===== config.mk =====
export PLATFORM = sky130hd
export DESIGN_NAME = regfile_dump
export DESIGN_NICKNAME = d
export VERILOG_FILES = /design/src/rtl/regfile_dump.sv
export SDC_FILE = /design/constraint.sdc
export NUM_CORES = 1
export LEC_CHECK = 0
export ABC_CLOCK_PERIOD_IN_PS = 3400
export CORE_ASPECT_RATIO = 1.1
export CORE_UTILIZATION = 50
export CTS_CLUSTER_DIAMETER = 60
export DETAILED_ROUTE_END_ITERATION = 7
export DONT_BUFFER_PORTS = 1
export GPL_ROUTABILITY_DRIVEN = 0
export PLACE_DENSITY = 0.69
export SLEW_MARGIN = 20
export SYNTH_ARGS = -nofsm -noshare
export SYNTH_HDL_FRONTEND = slang
export SYNTH_SLANG_ARGS = --single-unit
export TNS_END_PERCENT = 30

===== constraint.sdc =====
create_clock -name clk -period 3.4 [get_ports clk]
set_input_delay 0.34 -clock clk [delete_from_list [all_inputs] [get_ports clk]]
set_output_delay 0.34 -clock clk [all_outputs]
set_load 0.005 [all_outputs]

===== src/rtl/regfile_dump.sv =====
// regfile_dump: streams every register as a byte frame (A5 header, registers little-endian, XOR checksum).
// Ports: clk/rst_n clock and async active-low reset; start requests a dump (IDLE only);
// busy high outside IDLE; done one-cycle pulse per completed frame; rf_ra/rf_rd register
// file read port (combinational read); tx_data/tx_valid/tx_ready byte stream to the transmitter.
module regfile_dump #(
  parameter int NREGS = 32,
  parameter int AW = 5,
  parameter int DW = 32,
  parameter logic [7:0] HDR = 8'hA5
) (
  input  logic          clk,
  input  logic          rst_n,
  input  logic          start,
  output logic          busy,
  output logic          done,
  output logic [AW-1:0] rf_ra,
  input  logic [DW-1:0] rf_rd,
  output logic [7:0]    tx_data,
  output logic          tx_valid,
  input  logic          tx_ready
);
  typedef enum logic [2:0] {IDLE, HEAD, LOAD, SEND, CSUM} state_t;
  state_t st, nxt;
  logic [AW-1:0] idx;
  logic [1:0] bcnt;
  logic [DW-1:0] shreg;
  logic [7:0] csum;
  logic hs, last;
  assign hs = tx_valid & tx_ready;
  assign last = idx == AW'(NREGS - 1);
  always_ff @(posedge clk or negedge rst_n)
    if (!rst_n) st <= IDLE;
    else st <= nxt;
  always_comb begin
    nxt = st;
    case (st)
      IDLE: nxt = start ? HEAD : IDLE;
      HEAD: nxt = hs ? LOAD : HEAD;
      LOAD: nxt = SEND;
      SEND: nxt = (hs && bcnt == 2'd3) ? (last ? CSUM : LOAD) : SEND;
      CSUM: nxt = hs ? IDLE : CSUM;
      default: nxt = IDLE;
    endcase
  end
  always_comb begin
    busy = st != IDLE;
    tx_valid = st == HEAD || st == SEND || st == CSUM;
    tx_data = st == HEAD ? HDR : st == SEND ? shreg[7:0] : st == CSUM ? csum : 8'h00;
    rf_ra = st == IDLE ? '0 : idx;
  end
  always_ff @(posedge clk or negedge rst_n)
    if (!rst_n) begin
      done <= 1'b0;
      idx <= '0;
      bcnt <= '0;
      shreg <= '0;
      csum <= '0;
    end else begin
      done <= st == CSUM && hs;
      if (st == IDLE && start) begin
        idx <= '0;
        bcnt <= '0;
        csum <= '0;
      end
      if (st == LOAD) shreg <= rf_rd;
      if (st == SEND && hs) begin
        shreg <= shreg >> 8;
        csum <= csum ^ shreg[7:0];
        bcnt <= bcnt + 2'd1;
        if (bcnt == 2'd3 && !last) idx <= idx + 1'b1;
      end
    end
endmodule


==> impl_metrics.json <==
{
  "nNetsFinal": 270,
  "core_mm2": 0.004782,
  "cts_resized": 0,
  "hold_path_depth": 2,
  "chipHeight_um": 76.81,
  "synth_common_cells": "dfrtp_1 (51), a22o_1 (30), a21o_1 (24), nand2_1 (22)",
  "antenna_found_initial": 0,
  "ys_seq_area_share_pct": 50.17,
  "leakage_nw": 1.361,
  "dpl-instance-area_mm2": 0.002549,
  "num_vias": 1794,
  "clock_skew_ns": 0.009669,
  "ir_drop_v": 0.0004172,
  "synth.yosys.warnings": 0,
  "cp.required_ns": 3.06,
  "viasPerCell": 6.229,
  "synth_top_area_share_pct": 50.17,
  "status": "finished, final reports clean",
  "cts_tree": "yes",
  "hold_class": "primary input to flip-flop",
  "crit_path_end_kind": "output pin",
  "drc_errors": 0,
  "cap_violations": 0,
  "cts_buffers": 5,
  "worst_pin_slew_ns": 0.6414,
  "drt_iter0_drc": 126,
  "yosysMostFrequentCell": "dfrtp_1",
  "cts_buffer_depth": 2,
  "reg2reg_depth": 5,
  "fin_area_mm2": 0.002674,
  "die-width_um": 70.01,
  "dp_hpwl_mm": 3.436,
  "cts.sinks": 51,
  "power_density_mw_per_mm2": 727.7,
  "drt_pre_antenna_iters": 4,
  "wl_per_cell_um": 17.62,
  "max_freq_ghz": 0.4247,
  "async_flop_share_pct": 100.0,
  "critical_path_class": "flip-flop to output pin",
  "holdPathEnd": "shreg[31]$_DFFE_PN0P_",
  "p_total_mw": 1.946,
  "io_pins": 52,
  "worstPathArrival_ns": 2.01,
  "area_growth_pct": 5.115,
  "timing_hold_violations_final": 0,
  "grt_max_degree": 52,
  "rsz0062_at_grt": "no",
  "r2r-end": "shreg[19]$_DFFE_PN0P_",
  "drv_slew": 0,
  "ys_ff_latch": 51,
  "antenna_cells": 0,
  "synth_edf_count": 0,
  "clock_latency_ns": 0.30,
  "min-delay-start": "rf_rd[31]",
  "ant_nets": 0,
  "wl_mm": 5.075,
  "synth_top_area_cell": "dfrtp_1",
  "portBuffers": 0,
  "final.setup.tns_ns": 0,
  "syn-num-nets": 276,
  "track_usage_pct": 19.68,
  "fin_crit_sh_pct": 69.25,
  "netlist_area_mm2": 0.002544,
  "root_buffer": "clkbuf_8",
  "grt_pass1_wl_mm": 8.452,
  "start_util_pct": 53.19,
  "htree_levels": 2,
  "r2r_start": "st[0]$_DFF_PN0_",
  "synth_ff_type": "dfrtp_1",
  "synth_area_leaders": "dfrtp_1 (50%), a22o_1 (10%), a21o_1 (7.1%), nor3b_1 (4.1%), nand2_1 (3.2%)",
  "max_slew_margin_pct": 56.91,
  "rows": 26,
  "synth_area_per_cell_um2": 10.73,
  "synthCells": 237,
  "setup.worst_path.start_class": "flip-flop",
  "grt_pass1_vias": 1719,
  "grt_overflow_total": 0,
  "die_area_mm2": 0.005377,
  "fin_crit_ns": 2.354,
  "layout-drive-gt1-share_pct": 7.328,
  "finalSetupViolations": 0,
  "synth.distinct_cells": 42,
  "cts.clk_slew.worst_paths_ns": 0.10,
  "rrSetupSlack_ns": 1.33,
  "worstPathMaxFanout": 18
}
-- kinds of logic (layout without fill, tap and decap cells) --
family / Yosys count / after routing / synth area share, %
buffers and inverters: 23 / 18 / 4.574
AOI/OAI and AO/OA: 89 / 89 / 26.17
and+or+nand+nor: 67 / 67 / 15.94
DFF: 51 / 51 / 50.17
adders and majority gates: 3 / 3 / 1.476
muxes: 4 / 4 / 1.672
-- worst max-delay path, cell delays in order (launching register included) --
cell	delay [ns]
dfrtp_1	0.71
nor2b_1	0.59
a21oi_1	0.08
o21ai_0	0.32
-- layout by cell type (no fill, tap or decap), types with 2 or more instances in the layout --
| master | synthesis | layout |
|---|---|---|
| inv_1 | 4 | 4 |
| a21o_1 | 24 | 24 |
| nand3b_1 | 2 | 2 |
| dfrtp_1 | 51 | 51 |
| buf_4 | 2 | 4 |
| nand2_1 | 22 | 22 |
| o21ai_0 | 5 | 5 |
| mux2i_1 | 2 | 2 |
| clkbuf_8 | 0 | 5 |
| or3b_1 | 2 | 2 |
| mux2_2 | 2 | 2 |
| a211o_1 | 7 | 7 |
| a21oi_1 | 14 | 14 |
| and3b_1 | 2 | 2 |
| nor2b_1 | 7 | 7 |
| nor3b_1 | 14 | 14 |
| nor2_1 | 3 | 3 |
| nor3_1 | 2 | 2 |
| nand3_1 | 3 | 3 |
| clkinv_2 | 0 | 2 |
| ha_1 | 3 | 3 |
| a22o_1 | 30 | 30 |
-- cell type report --
class / instances / area (um2)
clock inverter: 3 / 18.77
timing repair buffer: 6 / 67.56
sequential: 51 / 1276
inverter: 4 / 15.01
multi-input combinational: 163 / 1157
clock buffer: 5 / 68.82
tap: 56 / 70.07
fill: 420 / 2108
-- state kept, by name, indices dropped and copies added (netlist names) --
| signal | flops |
|---|---|
| shreg | 32 |
| csum | 8 |
| idx | 5 |
| st | 3 |
| bcnt | 2 |
| done | 1 |
-- metal layers --
| metal | GRT usage, % | routed length (um) |
|---|---|---|
| met1 | 26.27 | 2321 |
| met2 | 31.92 | 2410 |
| met3 | 5.650 | 311 |
| met4 | 4.200 | 32 |
| met5 | 0 | 0 |
-- report_power, final --
group	internal, mW	total, mW	leakage (nW)	switching [mW]
clock network	0.145	0.349	0.0483	0.204
registers	0.825	1.01	0.663	0.182
logic	0.320	0.590	0.650	0.269
total	1.29	1.95	1.36	0.655
-- timing repair --
action                    4_1_cts  5_1_grt
hold buffers                    2        0
hold endpoints to repair       51        0
buffers inserted                0        0
-- worst max path at each step --
| stage | startpoint | to | slack, ns | cells past startpoint |
|---|---|---|---|---|
| after floorplan | idx[0]$_DFF_PN0_ | idx[0]$_DFF_PN0_ | 1.74 | 6 |
| after global placement | st[0]$_DFF_PN0_ | shreg[12]$_DFFE_PN0P_ | 1.41 | 5 |
| after detailed placement | st[0]$_DFF_PN0_ | shreg[6]$_DFFE_PN0P_ | 1.35 | 5 |
| after CTS | st[0]$_DFF_PN0_ | tx_data[5] | 1.03 | 3 |
| after global routing | st[0]$_DFF_PN0_ | tx_data[2] | 0.91 | 3 |
| final | st[0]$_DFF_PN0_ | tx_data[5] | 1.05 | 3 |
-- metrics by stage --
step           setup slack (ns)  instances  util [%]  hold WS (ns)
2_1_floorplan             1.741        237         -       0.04441
3_3_place_gp              1.407        278     53.30       0.04554
5_1_grt                  0.9061        288     55.91        0.1458
6_report                  1.046        288     55.91        0.1556
4_1_cts                   1.031        288     55.91        0.1468
3_5_place_dp              1.354        278     53.30       0.04554
Note: power is estimated with default switching activity, not from simulation.
